===== src/rtl/jump_game_sequencer.sv =====
// jump_game_sequencer: game-flow controller for the obstacle game.
// It starts and stops the obstacle generator, issues jump requests to the
// jump datapath, counts cleared obstacles, detects collisions and runs the
// win "falling square" animation.
module jump_game_sequencer #(
  parameter logic [9:0] PLAYER_X   = 10'd100,
  parameter logic [9:0] PLAYER_W   = 10'd16,
  parameter logic [9:0] OBS_W      = 10'd16,
  parameter logic [9:0] OBS_H      = 10'd32,
  parameter logic [7:0] WIN_SCORE  = 8'd10,
  parameter logic [3:0] COOLDOWN   = 4'd4,
  parameter logic [5:0] FALL_TICKS = 6'd30
) (
  input  logic       clk,
  input  logic       reset,
  input  logic       tick,
  input  logic       btn,
  input  logic       jump_active,
  input  logic [9:0] height,
  input  logic [9:0] obs_x,
  input  logic       obs_wrap,
  output logic       jump_en,
  output logic       falling_sq,
  output logic       obs_run,
  output logic [7:0] score,
  output logic [2:0] state_o,
  output logic       win,
  output logic       lose
);

  localparam logic [2:0] S_IDLE     = 3'd0;
  localparam logic [2:0] S_PLAY     = 3'd1;
  localparam logic [2:0] S_WIN_FALL = 3'd2;
  localparam logic [2:0] S_WON      = 3'd3;
  localparam logic [2:0] S_LOST     = 3'd4;

  logic [2:0]  state, state_nx;
  logic [7:0]  score_nx;
  logic [3:0]  cooldown, cooldown_nx;
  logic [5:0]  fall_cnt, fall_cnt_nx;
  logic        btn_q;
  logic        rise;
  logic        jump_nx;
  logic        collision;
  logic [10:0] obs_right;
  logic [10:0] player_right;
  logic [7:0]  score_inc;

  // Button edge and collision geometry; widened to 11 bits so the sums never wrap.
  always_comb begin
    rise         = btn & ~btn_q;
    obs_right    = {1'b0, obs_x} + {1'b0, OBS_W};
    player_right = {1'b0, PLAYER_X} + {1'b0, PLAYER_W};
    collision    = (state == S_PLAY) &&
                   (obs_right > {1'b0, PLAYER_X}) &&
                   ({1'b0, obs_x} < player_right) &&
                   (height < OBS_H);
    score_inc    = score + 8'd1;
  end

  // Next-state, score, cooldown and animation counter.
  always_comb begin
    state_nx    = state;
    score_nx    = score;
    cooldown_nx = cooldown;
    fall_cnt_nx = fall_cnt;
    jump_nx     = 1'b0;
    case (state)
      S_IDLE: begin
        if (rise) begin
          state_nx    = S_PLAY;
          score_nx    = 8'd0;
          cooldown_nx = 4'd0;
        end
      end
      S_PLAY: begin
        // Collision outranks a same-cycle wrap: the obstacle was hit, not cleared.
        if (tick && collision) begin
          state_nx = S_LOST;
        end else if (obs_wrap) begin
          score_nx = score_inc;
          if (score_inc == WIN_SCORE) begin
            state_nx    = S_WIN_FALL;
            fall_cnt_nx = 6'd0;
          end
        end
        // A jump is only issued if we stay in PLAY, so the registered pulse
        // never shows up in another state. Blocked presses are dropped.
        if (rise && !jump_active && cooldown == 4'd0 && state_nx == S_PLAY) begin
          jump_nx     = 1'b1;
          cooldown_nx = COOLDOWN;
        end else if (tick && cooldown != 4'd0) begin
          cooldown_nx = cooldown - 4'd1;
        end
      end
      S_WIN_FALL: begin
        if (tick) begin
          if (fall_cnt == FALL_TICKS - 6'd1) state_nx = S_WON;
          else                               fall_cnt_nx = fall_cnt + 6'd1;
        end
      end
      S_WON: begin
        if (rise) state_nx = S_IDLE;
      end
      S_LOST: begin
        if (rise) state_nx = S_IDLE;
      end
      default: state_nx = S_IDLE;
    endcase
  end

  // State registers; btn_q resets high so a button held through reset is not a press.
  always_ff @(posedge clk) begin
    if (!reset) begin
      state    <= S_IDLE;
      score    <= 8'd0;
      cooldown <= 4'd0;
      fall_cnt <= 6'd0;
      jump_en  <= 1'b0;
      btn_q    <= 1'b1;
    end else begin
      state    <= state_nx;
      score    <= score_nx;
      cooldown <= cooldown_nx;
      fall_cnt <= fall_cnt_nx;
      jump_en  <= jump_nx;
      btn_q    <= btn;
    end
  end

  // Status outputs decoded straight from the state register.
  always_comb begin
    state_o    = state;
    obs_run    = (state == S_PLAY);
    falling_sq = (state == S_WIN_FALL);
    win        = (state == S_WON);
    lose       = (state == S_LOST);
  end

endmodule


===== config.mk =====
export PLATFORM = sky130hd
export DESIGN_NAME = jump_game_sequencer
export DESIGN_NICKNAME = d
export VERILOG_FILES = /design/src/rtl/jump_game_sequencer.sv
export SDC_FILE = /design/constraint.sdc
export NUM_CORES = 1
export LEC_CHECK = 0
export ABC_AREA = 1
export CAP_MARGIN = 10
export CORE_UTILIZATION = 52
export CTS_CLUSTER_SIZE = 8
export DETAILED_ROUTE_END_ITERATION = 8
export PLACE_DENSITY = 0.95
export SYNTH_ARGS = -nofsm -noshare
export SYNTH_HDL_FRONTEND = slang
export SYNTH_SLANG_ARGS = --single-unit

===== constraint.sdc =====
create_clock -name clk -period 4.4 [get_ports clk]
set_input_delay 0.66 -clock clk [delete_from_list [all_inputs] [get_ports clk]]
set_output_delay 0.66 -clock clk [all_outputs]
set_load 0.02 [all_outputs]

# [Word level (Yosys, flattened, before mapping)]
# Cells that the tools add are included.
[totals] register_bits=23 latch_bits=0 mem_bits_rw=0 rom_bits=0 inputBits=26 output_inout_bits=16 word_cells=75 memories=0
[op_classes] add_sub_neg=4 mul=0 div_mod_pow=0 n_lt_le_gt_ge=3 n_eq_ne=16 n_shift=0 n_mux=24 bitwise_logic=2 reduce_logical=20
[op_table] op="6-bit two-way mux" count=5
[op_table] op="3-bit two-way mux" count=8
[op_table] op="8-bit two-way mux" count=3
[op_table] op="8-bit case mux with 2 select lines" count=1
[op_table] op="4-bit two-way mux" count=3
[op_table] op="3-bit case mux with 4 select lines" count=1
[op_table] op="6-bit case mux with 2 select lines" count=1
[op_table] op="10-bit by 5-bit adder with 11-bit output, second input constant" count=1
[op_table] op="11-bit by 7-bit greater-than comparator with 1-bit output, second input constant" count=1
[op_table] op="10-bit by 6-bit < comparator with 1-bit output, second input constant" count=1
[op_table] op="10-bit by 7-bit < comparator with 1-bit output, second input constant" count=1
[op_table] op="2-bit != test, second input constant" count=5
[op_table] op="8-bit by 1-bit adder with 8-bit output, second input constant" count=1
[op_table] op="8-bit by 4-bit equality test with 1-bit output, second input constant" count=1
[op_table] op="1-bit logical AND" count=8
[op_table] op="4-bit case mux with 2 select lines" count=1
[op_table] op="4-bit AND reduction" count=2
[op_table] op="6-bit by 1-bit adder with 6-bit output, second input constant" count=1
[op_table] op="3-bit by 1-bit equality test with 1-bit output, second input constant" count=2
[op_table] op="3-bit by 2-bit equality test with 1-bit output, second input constant" count=2
[op_table] op="6-bit by 5-bit equality test with 1-bit output, second input constant" count=1
[op_table] op="2-bit by 1-bit != test with 1-bit output, second input constant" count=3
[op_table] op="6-bit AND reduction" count=1
[op_table] op="4-bit zero test" count=1
[op_table] op="other kinds (13)" count=14

# [Depth between registers and ports, before layout]
[depth] word_depth=12 depth_mapped=15 ltp_nobuf=15

# [Worst setup path after synthesis]
# OpenSTA, ideal clock, no wires.
[synth_path] kind="reg-to-reg" start="reg state[0] (netlist: state_o[0])" end="reg state[1] (netlist: state_o[1])" setup_ns=0.070 arrival_ns=1.961 required_time_ns=4.330 path_slack_ns=2.370 path_stages_with_launch=8 path_buffers=0 synth_period_minus_slack_ns=2.030 cell_sequence="dfxtp_1 -> inv_2 -> nor3_1 -> o21ai_0 -> nand3_1 -> a21oi_1 -> or2_2 -> a21oi_1"
[synth_between] word_cells_on_any_way=18 cone_classes="8 x eq/ne; 3 x mux; 7 x reduce/logical"
[synth_rtl] element="from (decl)" line_no="37" source="logic [2:0] state, state_nx;"
[synth_rtl] element="from (signal assigned)" line_no="122" source="state <= state_nx;"
[synth_rtl] element="3-bit by 2-bit equality test with 1-bit output *"
[synth_rtl] element="via win" line_no="27" source="output logic win,"
[synth_rtl] element="2-bit OR reduction (no source line) *"
[synth_rtl] element="2-bit by 1-bit != test with 1-bit output (no source line)"
[synth_rtl] element="4-bit AND reduction (no source line)"
# The timed path passes the listed nets; every way through them passes the cells marked *. The select of a mux whose other input is x is not followed.
# A chain may end at the register's enable or synchronous reset.

# [Worst setup path in the final report]
[layout_path] start="reg state[2] (netlist: state_o[2])" end="out obs_run"
[layout_between] elab_chain_cells=1
[layout_lines] element="3-bit by 1-bit equality test with 1-bit output" line_no="134" source="obs_run = (state == S_PLAY);"
[layout_lines] element="to (decl)" line_no="24" source="output logic obs_run,"
# No other way between the ends.

==> summary.md <==
| Metric | Value |
|---|---|
| Io pins | `42` |
| CP max stage delay | `0.70 ns` |
| Wirelength, routed | `3490 um` |
| CTS H-Tree Depth | `1` |
| PwrDens | `301 mW/mm2` |
| Setup TNS | `0 ns` |
| Min-Delay Path Class | `reg2reg` |
| Diodes inserted | `0` |
| Critical path peak fanout | `13` |
| Share of synthesized registers carrying an async set or reset | `0%` |
| Required time of the critical path | `3.74 ns` |
| Adder-Cell Fraction of Synth Area | `6.29%` |
| Highest clock rate | `363 MHz` |
| DRT antenna net count | `0` |
| Pre-Repair DR Iteration Count | `6` |
| Failing checks | `DRC` |
| Main synth FF type | `dfxtp_1` |
| Yosys cell types | `35` |
| WS Path Type | `reg2out` |
| Peak supply drop | `0.000186 V` |
| Fraction of layout cells with a size suffix above 1 | `12.9%` |
| Setup violators final | `0` |
| Main combinational cell family by area after synthesis | `simple AND/OR/NAND/NOR gates` |
| Post-route clock skew | `0.00449 ns` |
| Register area share after synthesis | `29.0%` |
| Design Power | `0.600 mW` |
| Drt drc | `1` |
| CP Data Arrival Time | `2.09 ns` |
| Placer Congestion | `0.855` |
| Status | `finished, violations left` |
| Placed insts | `291` |
| Flop and latch count out of synthesis | `23` |
| CTS sink count | `23` |
| RSZ-0062 raised after global routing | `false` |
| Final cell count without fillers | `295` |
| Synth Area per Inst | `7.01 um2` |
| Root buffer cell | `clkbuf_4` |
| Total number of yosys warnings | `0` |
| Die W | `57.3 um` |
| Worst-Skew Late Latency | `0.32 ns` |
| HPWL after detailed placement | `2770 um` |
| Synthesized instance count | `227` |
| Vias in the first global route | `1,493` |
| Syn nets | `261` |
| Clk buf depth | `2` |
| Area of the core | `0.00283 mm2` |
| Hold-fix buffers, CTS | `0` |
| Setup crit start kind | `register` |
| Row cnt | `19` |
| Wire per inst | `11.8 um` |
| Worst hold slack | `0.489 ns` |
| Crit share post-route | `62.6%` |
| Worst-path clk slew | `0.14 ns` |
| Final Max Tran Viols | `0` |
| Starting Density | `56.2%` |
| Largest net degree at the start of global routing | `16` |
| Simple-Gate Fraction of Synth Area | `41.1%` |
| Layout fillers | `224` |
| Initial DRC count | `103` |
| Post-synth EDFFs | `0` |
| Worst slew pin tran | `0.616 ns` |
| Total GRT Usage | `23.2%` |
| Worst path cell trace | `nor2_4 > nand2_4 > inv_1 > clkdlybuf4s50_1` |
| DP Worst Slack | `1.65 ns` |
| First-pass GRT wire length | `6010 um` |
| Final Hold Viols | `0` |
| Final Worst Setup Slack | `1.65 ns` |
| Number of vias per cell | `5.26` |
| Vias post-DR | `1,553` |
| Max_slew headroom | `58.8%` |
| Crit. End Element | `output pin` |
| Initial antenna violation count | `0` |
| Mapped cell area | `0.00159 mm2` |
| Resize count post-CTS | `0` |
| DIE AREA | `0.00328 mm2` |
| TritonCTS Buffers | `3` |
| CTS tree | `done` |
| Post-Synth XOR/XNOR Area | `2.75%` |
| GRT Residual Overflow | `0` |
| Slowest-stage cell, CP | `clkdlybuf4s50_1` |
| # port buffers | `36` |
| Final #Nets | `299` |
| P&R area growth vs syn | `25.5%` |
| Max cap viols | `0` |
| Final min period | `2.75 ns` |
| Leakage Power | `0.791 nW` |
| Post-CTS Setup Repair Bufs | `0` |
| Mux cell area share after synthesis | `0%` |
| Die Ht | `57.3 um` |
| Synth Area in Compound Gates | `13.0%` |
[registers in the layout (all words and copies together) (netlist names)]
name	flops
jump_en	1
score	8
state_o	3
cooldown	4
btn_q	1
fall_cnt	6
[Yosys cell counts, drive strengths merged, types with 2 or more instances]
library cell | instances | area share (%)
a211oi | 2 | 0.94
a21oi | 24 | 7.6
buf | 3 | 1.5
dfxtp | 23 | 29
ha | 8 | 6.3
inv | 27 | 6.4
nand2 | 52 | 14
nand3 | 20 | 8.2
nand4 | 5 | 2.4
nor2 | 37 | 11
nor3 | 6 | 2.6
o21ai | 6 | 2.8
or2 | 4 | 1.6
xnor2 | 4 | 2.2
[final cells by class]
cell class	instances	area [um2]	area share, %
flip-flops and latches	23	460	23.1
clock buffers	3	22.5	1.13
inverters	27	101	5.08
repair buffers	36	360	18.1
well taps	31	38.8	1.94
clock inverters	1	7.51	0.376
multi-input cells	174	1000	50.3
[critical path: cells and delay by family (launching register included)]
family / cells / cell delay, ns
simple gates: 2 / 0.26
flops: 1 / 0.44
buf+inv: 2 / 1.08
[power breakdown]
part	total [mW]	leakage, nW	switching (mW)	internal [mW]
sequential	0.256	0.188	0.0253	0.231
clock	0.104	0.0139	0.0694	0.0348
combinational	0.240	0.589	0.137	0.103
[per-layer routing]
| layer | GRT usage, % | routed length [um] | share of wire (%) |
|---|---|---|---|
| met1 | 25.8 | 1530 | 44 |
| met2 | 43.2 | 1740 | 50 |
| met3 | 5.44 | 181 | 5.2 |
| met4 | 8.01 | 35 | 1.0 |
| met5 | 0 | 0 | 0 |
[metrics by stage]
stage          util (%)  area (um2)
2_1_floorplan         -        1590
3_3_place_gp       69.5        1970
3_5_place_dp       69.5        1970
4_1_cts            70.5        2000
5_1_grt            70.5        2000
6_report           70.5        2000
[layout by cell type (no fill, tap or decap), drive strengths merged]
cell	n
xnor2	4
xor2	1
o21ai	6
inv	27
dfxtp	23
a21oi	24
nand3b	1
clkbuf	3
clkdlybuf4s50	36
nand4	5
a211oi	2
nor2	37
nor3b	1
or2	4
nand3	20
nand2	52
a21boi	1
a31oi	1
a221oi	1
ha	8
clkinvlp	1
nor3	6
[worst paths after layout]
path	from	end	slack, ns	cells past startpoint
min reg2reg	fall_cnt[5]	fall_cnt[5]	0.49	2
min	fall_cnt[5]	fall_cnt[5]	0.49	2
max reg2reg	score[0]	cooldown[2]	2.29	13
max	state_o[2]	obs_run	1.65	4
[cell families after synthesis]
logic type      after synthesis
compound gates               35
flops                        23
simple gates                126
fa+ha+maj                     8
buf+inv                      30
xor+xnor                      5
Power figures use the tool's default switching activity.
